[config.mk]
export PLATFORM = sky130hd
export DESIGN_NAME = fsram_pack_writer_flat
export DESIGN_NICKNAME = d
export VERILOG_FILES = /design/src/rtl/fsram_pack_writer_if.sv /design/src/rtl/fsram_pack_writer.sv /design/src/flat_wrapper.sv
export SDC_FILE = /design/constraint.sdc
export NUM_CORES = 2
export LEC_CHECK = 0
export BUFFER_PORTS_ARGS = -buffer_cell sky130_fd_sc_hd__clkbuf_2
export CAP_MARGIN = 15
export CORE_AREA = 2 2 311 313
export CTS_BUF_LIST = sky130_fd_sc_hd__clkbuf_4 sky130_fd_sc_hd__clkbuf_8
export DETAILED_ROUTE_END_ITERATION = 8
export DIE_AREA = 0 0 313 315
export PLACE_DENSITY_LB_ADDON = 0.2
export SLEW_MARGIN = 20
export SYNTH_ARGS = -nofsm -noshare
export SYNTH_HDL_FRONTEND = slang
export SYNTH_SLANG_ARGS = --single-unit
[constraint.sdc]
create_clock -name clk -period 24 [get_ports clk]
set_clock_uncertainty 0.05 [all_clocks]
set_input_delay 2.4 -clock clk [delete_from_list [all_inputs] [get_ports clk]]
set_output_delay 2.4 -clock clk [all_outputs]
set_load 0.05 [all_outputs]
[src/rtl/fsram_pack_writer_if.sv]
// Pixel handshake and feature-SRAM write bus for fsram_pack_writer.
// master: pixel producer / SRAM-side observer. slave: the packer itself.
interface fsram_pack_writer_if #(
  parameter int CHANNEL_OUT = 32,
  parameter int ADDR_W      = 10
);
  logic                      pix_valid;
  logic                      pix_ready;
  logic [CHANNEL_OUT*8-1:0]  pix_data;
  logic                      sram_wen1;
  logic                      sram_wen2;
  logic [ADDR_W-1:0]         sram_addr;
  logic [CHANNEL_OUT*16-1:0] sram_wdata;

  modport master (
    output pix_valid, pix_data,
    input  pix_ready, sram_wen1, sram_wen2, sram_addr, sram_wdata
  );

  modport slave (
    input  pix_valid, pix_data,
    output pix_ready, sram_wen1, sram_wen2, sram_addr, sram_wdata
  );
endinterface

[src/rtl/fsram_pack_writer.sv]
// Write-side packer for the feature SRAM pair. Two horizontally adjacent
// pixels are packed per channel into a 16-bit word (front [15:8], back [7:0])
// and written row by row, contiguously from base_addr, into FSRAM1 or FSRAM2.
// Odd-length rows end with a pad byte of 0x00.
// Optional build macro FSRAM_PACK_RELU_EN: clamp negative (signed) channel
// bytes to 0x00 before packing.
module fsram_pack_writer #(
  parameter int CHANNEL_OUT = 32,
  parameter int ADDR_W      = 10,
  parameter int ROW_PIX     = 14,
  parameter int ROWS        = 14
) (
  input  logic              clk,
  input  logic              rst,
  input  logic              start,
  input  logic              bank_sel,
  input  logic [ADDR_W-1:0] base_addr,
  output logic              busy,
  output logic              done,
  fsram_pack_writer_if.slave bus
);

  localparam int PIX_W  = CHANNEL_OUT * 8;
  localparam int WORD_W = CHANNEL_OUT * 16;
  localparam int COL_W  = (ROW_PIX > 1) ? $clog2(ROW_PIX) : 1;
  localparam int ROW_W  = (ROWS > 1) ? $clog2(ROWS) : 1;
  localparam logic [COL_W-1:0] LAST_COL = COL_W'(ROW_PIX - 1);
  localparam logic [ROW_W-1:0] LAST_ROW = ROW_W'(ROWS - 1);

  // FLUSH is the cycle the final write strobe is on the bus, so that done
  // lands one cycle after it.
  typedef enum logic [2:0] {
    S_IDLE,
    S_FRONT,
    S_BACK,
    S_FLUSH,
    S_DONE
  } state_t;

  // Optional ReLU on every channel byte of one pixel.
  function automatic logic [PIX_W-1:0] clamp_pix(input logic [PIX_W-1:0] p);
    logic [PIX_W-1:0] r;
    r = p;
`ifdef FSRAM_PACK_RELU_EN
    for (int c = 0; c < CHANNEL_OUT; c++) begin
      if (p[c*8+7]) r[c*8 +: 8] = 8'h00;
    end
`endif
    return r;
  endfunction

  // Interleave front and back pixels into per-channel 16-bit words.
  function automatic logic [WORD_W-1:0] pack_word(input logic [PIX_W-1:0] f,
                                                  input logic [PIX_W-1:0] b);
    logic [WORD_W-1:0] w;
    for (int c = 0; c < CHANNEL_OUT; c++) begin
      w[c*16 +: 16] = {f[c*8 +: 8], b[c*8 +: 8]};
    end
    return w;
  endfunction

  state_t              state_q, state_d;
  logic [COL_W-1:0]    col_q, col_d;
  logic [ROW_W-1:0]    row_q, row_d;
  logic [ADDR_W-1:0]   addr_q, addr_d;
  logic                bank_q, bank_d;
  logic [PIX_W-1:0]    front_q, front_d;
  logic                wen1_q, wen1_d;
  logic                wen2_q, wen2_d;
  logic [ADDR_W-1:0]   sram_addr_q, sram_addr_d;
  logic [WORD_W-1:0]   sram_wdata_q, sram_wdata_d;
  logic                pix_ready_q, pix_ready_d;
  logic                busy_q, busy_d;
  logic                done_q, done_d;

  logic                accept;
  logic                wr;
  logic                row_end;
  logic [WORD_W-1:0]   wr_data;

  assign accept = bus.pix_valid & pix_ready_q;

  // Next-state, counter and write-port computation.
  always_comb begin
    // NOTE: every signal gets a default here so no path leaves one unassigned,
    // which would otherwise infer a latch.
    state_d      = state_q;
    col_d        = col_q;
    row_d        = row_q;
    addr_d       = addr_q;
    bank_d       = bank_q;
    front_d      = front_q;
    sram_addr_d  = sram_addr_q;
    sram_wdata_d = sram_wdata_q;
    wen1_d       = 1'b0;
    wen2_d       = 1'b0;
    wr           = 1'b0;
    row_end      = 1'b0;
    wr_data      = '0;

    case (state_q)
      S_IDLE: begin
        if (start) begin
          bank_d  = bank_sel;
          addr_d  = base_addr;
          col_d   = '0;
          row_d   = '0;
          front_d = '0;
          state_d = S_FRONT;
        end
      end
      S_FRONT: begin
        if (accept) begin
          if (col_q == LAST_COL) begin
            // Only reachable for odd ROW_PIX: lone pixel, pad the back byte.
            wr      = 1'b1;
            wr_data = pack_word(clamp_pix(bus.pix_data), '0);
            row_end = 1'b1;
          end else begin
            front_d = clamp_pix(bus.pix_data);
            col_d   = col_q + COL_W'(1);
            state_d = S_BACK;
          end
        end
      end
      S_BACK: begin
        if (accept) begin
          wr      = 1'b1;
          wr_data = pack_word(front_q, clamp_pix(bus.pix_data));
          if (col_q == LAST_COL) begin
            row_end = 1'b1;
          end else begin
            col_d   = col_q + COL_W'(1);
            state_d = S_FRONT;
          end
        end
      end
      S_FLUSH: state_d = S_DONE;
      S_DONE:  state_d = S_IDLE;
      default: state_d = S_IDLE;
    endcase

    if (row_end) begin
      col_d = '0;
      if (row_q == LAST_ROW) begin
        state_d = S_FLUSH;
      end else begin
        row_d   = row_q + ROW_W'(1);
        state_d = S_FRONT;
      end
    end

    if (wr) begin
      wen1_d       = ~bank_q;
      wen2_d       = bank_q;
      sram_addr_d  = addr_q;
      sram_wdata_d = wr_data;
      addr_d       = addr_q + ADDR_W'(1);
    end

    pix_ready_d = (state_d == S_FRONT) || (state_d == S_BACK);
    busy_d      = (state_d != S_IDLE);
    done_d      = (state_d == S_DONE);
  end

  // State and registered outputs; reset clears everything, including the
  // partially packed front pixel.
  always_ff @(posedge clk or posedge rst) begin
    if (rst) begin
      state_q      <= S_IDLE;
      col_q        <= '0;
      row_q        <= '0;
      addr_q       <= '0;
      bank_q       <= 1'b0;
      front_q      <= '0;
      wen1_q       <= 1'b0;
      wen2_q       <= 1'b0;
      sram_addr_q  <= '0;
      sram_wdata_q <= '0;
      pix_ready_q  <= 1'b0;
      busy_q       <= 1'b0;
      done_q       <= 1'b0;
    end else begin
      // NOTE: non-blocking assignments so every flop samples the pre-edge
      // values computed above, independent of statement order.
      state_q      <= state_d;
      col_q        <= col_d;
      row_q        <= row_d;
      addr_q       <= addr_d;
      bank_q       <= bank_d;
      front_q      <= front_d;
      wen1_q       <= wen1_d;
      wen2_q       <= wen2_d;
      sram_addr_q  <= sram_addr_d;
      sram_wdata_q <= sram_wdata_d;
      pix_ready_q  <= pix_ready_d;
      busy_q       <= busy_d;
      done_q       <= done_d;
    end
  end

  assign bus.pix_ready  = pix_ready_q;
  assign bus.sram_wen1  = wen1_q;
  assign bus.sram_wen2  = wen2_q;
  assign bus.sram_addr  = sram_addr_q;
  assign bus.sram_wdata = sram_wdata_q;
  assign busy           = busy_q;
  assign done           = done_q;

endmodule

[src/flat_wrapper.sv]
// flat-port wrapper written by rule: the top's interface ports become plain ports
module fsram_pack_writer_flat 
#(
  parameter int CHANNEL_OUT = 32,
  parameter int ADDR_W      = 10,
  parameter int ROW_PIX     = 14,
  parameter int ROWS        = 14
)
  (clk, rst, start, bank_sel, base_addr, busy, done, bus_pix_valid, bus_pix_data, bus_pix_ready, bus_sram_wen1, bus_sram_wen2, bus_sram_addr, bus_sram_wdata);
  fsram_pack_writer_if #(.CHANNEL_OUT(CHANNEL_OUT), .ADDR_W(ADDR_W)) bus_i ();
  input  logic clk;
  input  logic rst;
  input  logic start;
  input  logic bank_sel;
  input  logic [ADDR_W-1:0] base_addr;
  output logic busy;
  output logic done;
  input wire logic [$bits(bus_i.pix_valid)-1:0] bus_pix_valid;
  input wire logic [$bits(bus_i.pix_data)-1:0] bus_pix_data;
  output wire logic [$bits(bus_i.pix_ready)-1:0] bus_pix_ready;
  output wire logic [$bits(bus_i.sram_wen1)-1:0] bus_sram_wen1;
  output wire logic [$bits(bus_i.sram_wen2)-1:0] bus_sram_wen2;
  output wire logic [$bits(bus_i.sram_addr)-1:0] bus_sram_addr;
  output wire logic [$bits(bus_i.sram_wdata)-1:0] bus_sram_wdata;
  assign bus_i.pix_valid = bus_pix_valid;
  assign bus_i.pix_data = bus_pix_data;
  assign bus_pix_ready = bus_i.pix_ready;
  assign bus_sram_wen1 = bus_i.sram_wen1;
  assign bus_sram_wen2 = bus_i.sram_wen2;
  assign bus_sram_addr = bus_i.sram_addr;
  assign bus_sram_wdata = bus_i.sram_wdata;
  fsram_pack_writer #(.CHANNEL_OUT(CHANNEL_OUT), .ADDR_W(ADDR_W), .ROW_PIX(ROW_PIX), .ROWS(ROWS)) u_core (.clk(clk), .rst(rst), .start(start), .bank_sel(bank_sel), .base_addr(base_addr), .busy(busy), .done(done), .bus(bus_i));
endmodule
==> results.toml <==
[final_layout]
final_util_pct = 40.94
nets = 3996
fillerInstances = 9499
area_growth_syn_to_layout_pct = 24.97
drive_above_1_share_pct = 28.39

[yosys]
yosys_warnings = 0
synth_top_cell_by_area = "dfrtp_1"
synth.top_cell.area_share_pct = 64.25
ys_types = 51
synth_nets = 3251
ys.flop_type = "dfrtp_1"
syn_inst = 2975
async_reset_ff_share_pct = 100.0
synth_edf_count = 0
avgSynthCellArea_sq_um = 10.54
yosysSeqAreaShare_pct = 64.25
netlist_area_sq_um = 31350
synthTopCellsByArea = "dfrtp_1 64%, nand2_1 13%, a22o_1 7.2%"
synth-seq-cells = 805

[global_routing]
antenna_found_initial = 2
grt_busiest_layer = "met2"
grt_pass1_vias = 24494
grt_pass1_wl_um = 151600
grt_max_degree = 196
gr-total-overflow = 0
grt_use_total_pct = 19.65
grt_use_met3_pct = 6.131
gr-usage-met2_pct = 30.50
globalRouteMet1Util_pct = 26.38

[setup_path]
r2r_start = "u_core.state_q[1]$_DFF_PP0_"
crit_buf_inv = 5
crit_top_cell = "buf_4"
worstSetupEndpointType = "flip-flop"
ff2ff_path_depth = 8
crit_path_top_delay_cell = "buf_4"
critPathLaunchType = "input port"
crit_family = "buffers and inverters"
crit_chain = "clkbuf_2 > nand2_1 > nor4_4 > buf_4 > buf_4 > buf_4 > buf_4 > a22oi_1 > nand2_1"
ff2ff_setup_slack_ns = 19.19
cp.arrival_ns = 6.66
critical_path_class = "in -> reg"
cp_max_fo = 84
reg2reg_to = "u_core.bus.sram_wdata[301]$_DFFE_PP0N_"
required_ns = 24.65
slowest_delay_ns = 0.84

[die]
rows = 114
dieWidth_um = 313
core_area_sq_um = 95710
io_pins = 798
fp.dieH_um = 315
start_util_pct = 32.76
dieArea_sq_um = 98600

[timing]
rsz0062_at_grt = "false"
post-route-period-util_pct = 25.04
worst_slew_pin_slew_ns = 1.078
hold_viol = 0
fmax_ghz = 0.1664
tns_ns = 0
finalMaxSlewViolations = 0
maxSlewHeadroom_pct = 28.11
final.min_clock_period_ns = 6.009
setup_viol = 0

[power_and_ir_drop]
irDropWorstVdd_mv = 0.09946
power_leakage_nw = 20.69
p_per_area_nw_per_um2 = 167.0

[worst_hold_path]
holdPathEnd = "u_core.bus.sram_wdata[344]$_DFFE_PP0N_"
whs_path_depth = 2
min_from = "u_core.front_q[168]$_DFFE_PP0P_"
hold_class = "reg -> reg"

[job]
drv_cap = 0

[route]
drc = 0
wl_per_cell_um = 19.28
routed_wl_um = 98170
ant_nets = 0
drt_pass1_iterations = 5
first_iter_violations = 2057
viasPerCell = 4.865
via_count = 24772

[cts]
htree_levels = 4
clock_latency_ns = 0.80
hold_buffers = 0
numClockSinks = 805
cts_setup_buffers = 0
path_clk_slew_ns = 0.06
cts_tree = "yes"
root_buffer = "clkbuf_8"
clock_path_buffers = 3
ctsResizeCount = 0
numCtsBuffers = 141

[place]
hpwl_um = 63620
port_buffers = 797
place.gp.congestion = 0.7847

[outcome]
status = "complete, no violations"
where the power goes:
part	switching, W	internal (W)
Sequential	0.000345	0.00196
Clock	0.000579	0.000746
Combinational	0.00227	0.000648
Total	0.00319	0.00335
cells by family (layout without fill, tap and decap cells):
| family | count (synthesis) | count (layout) | share of synthesized area [%] |
|---|---|---|---|
| flops | 805 | 805 | 64.25 |
| compound gates | 814 | 814 | 18.39 |
| other cells | 0 | 1 | 0 |
| buf+inv | 241 | 1081 | 3.432 |
| xor+xnor | 2 | 2 | 0.05588 |
| fa+ha+maj | 5 | 5 | 0.1995 |
| simple gates | 1108 | 1108 | 13.67 |
worst max-delay path by stage:
stage | start | slack (ns) | cells past startpoint | to
after floorplan | rst | 10.50 | 1 | u_core.addr_q[0]$_DFFE_PP0P_
after global placement | bus_pix_valid | 17.32 | 9 | u_core.bus.sram_wdata[283]$_DFFE_PP0N_
after detailed placement | bus_pix_valid | 17.26 | 9 | u_core.bus.sram_wdata[283]$_DFFE_PP0N_
after CTS | bus_pix_valid | 18.18 | 9 | u_core.bus.sram_wdata[301]$_DFFE_PP0N_
after global routing | bus_pix_valid | 17.76 | 9 | u_core.bus.sram_wdata[301]$_DFFE_PP0N_
final | bus_pix_valid | 17.99 | 9 | u_core.bus.sram_wdata[301]$_DFFE_PP0N_
tightest hold or removal path, delay by kind of cell (launching register included):
| family | cells | cell delay [ns] |
|---|---|---|
| AO/OA/AOI/OAI | 1 | 0.08 |
| flip-flops | 1 | 0.34 |
| AND/OR/NAND/NOR | 1 | 0.05 |
Yosys cell counts, types with 3 or more instances:
| master | count |
|---|---|
| inv_1 | 8 |
| and3_1 | 5 |
| a221o_1 | 4 |
| buf_4 | 4 |
| dfrtp_1 | 805 |
| a22oi_1 | 257 |
| o21ai_1 | 3 |
| a21oi_1 | 3 |
| buf_2 | 113 |
| a22o_1 | 256 |
| ha_1 | 5 |
| nand3_1 | 6 |
| nor3b_1 | 6 |
| nand2_1 | 1060 |
| o21ai_0 | 272 |
| nor2_1 | 10 |
| clkbuf_1 | 107 |
| buf_1 | 7 |
| nand2b_1 | 4 |
metrics by stage:
| stage | area, sq um | cells | hold slack (ns) | total power [W] | setup slack (ns) |
|---|---|---|---|---|---|
| final | 39180 | 5092 | 0.4163 | 0.006543 | 17.99 |
| after global routing | 39180 | 5092 | 0.4452 | 0.006931 | 17.76 |
| after CTS | 39150 | 5090 | 0.4242 | 0.006616 | 18.18 |
| after detailed placement | 36210 | 4852 | 0.4080 | 0.005258 | 17.26 |
| after global placement | 36210 | 4852 | 0.4005 | 0.005234 | 17.32 |
| after floorplan | 31360 | 2975 | 0.3670 | 0.004463 | 10.50 |
cells in the final DEF, fill, tap and decap left out, drive strengths merged, types with 2 or more instances in the layout:
| master | n |
|---|---|
| nand2 | 1060 |
| inv | 11 |
| and3 | 5 |
| a211oi | 2 |
| a22o | 256 |
| bufinv | 4 |
| clkinvlp | 8 |
| nor2b | 2 |
| or3 | 2 |
| a311oi | 2 |
| nor2 | 11 |
| o21ai | 275 |
| nand3 | 6 |
| dfrtp | 805 |
| nor4 | 2 |
| clkinv | 13 |
| clkbuf | 1007 |
| nor3b | 6 |
| ha | 5 |
| or2 | 2 |
| o211ai | 2 |
| a22oi | 257 |
| nand2b | 4 |
| a21oi | 4 |
| buf | 38 |
| nor3 | 2 |
| o31ai | 2 |
| a221o | 4 |
state kept, by name, indices dropped and copies added (netlist names):
signal                 cells
u_core.row_q               4
u_core.done                1
u_core.bus.sram_addr      10
u_core.busy                1
u_core.col_q               4
u_core.bus.sram_wen1       1
u_core.bus.sram_wen2       1
u_core.bank_q              1
u_core.state_q             3
u_core.bus.sram_wdata    512
u_core.front_q           256
u_core.addr_q             10
u_core.bus.pix_ready       1
layout make-up:
| type | count | area [sq um] | share of cell area (%) |
|---|---|---|---|
| sequential | 805 | 20140 | 51.41 |
| multi-input combinational | 1929 | 10150 | 25.90 |
| timing repair buffer | 835 | 4319 | 11.02 |
| clock buffer | 210 | 2640 | 6.738 |
| tap | 1276 | 1597 | 4.075 |
| clock inverter | 28 | 295.3 | 0.7537 |
| inverter | 8 | 33.78 | 0.08622 |
| antenna | 1 | 2.502 | 0.006387 |
layer usage:
metal / part of all wire (%) / vias to the layer above
met1: 44 / 12087
met5: 0.013 / -
li1: - / 11744
met3: 7.8 / 130
met4: 2.0 / 2
met2: 47 / 809
Note: power is estimated with default switching activity, not from simulation.
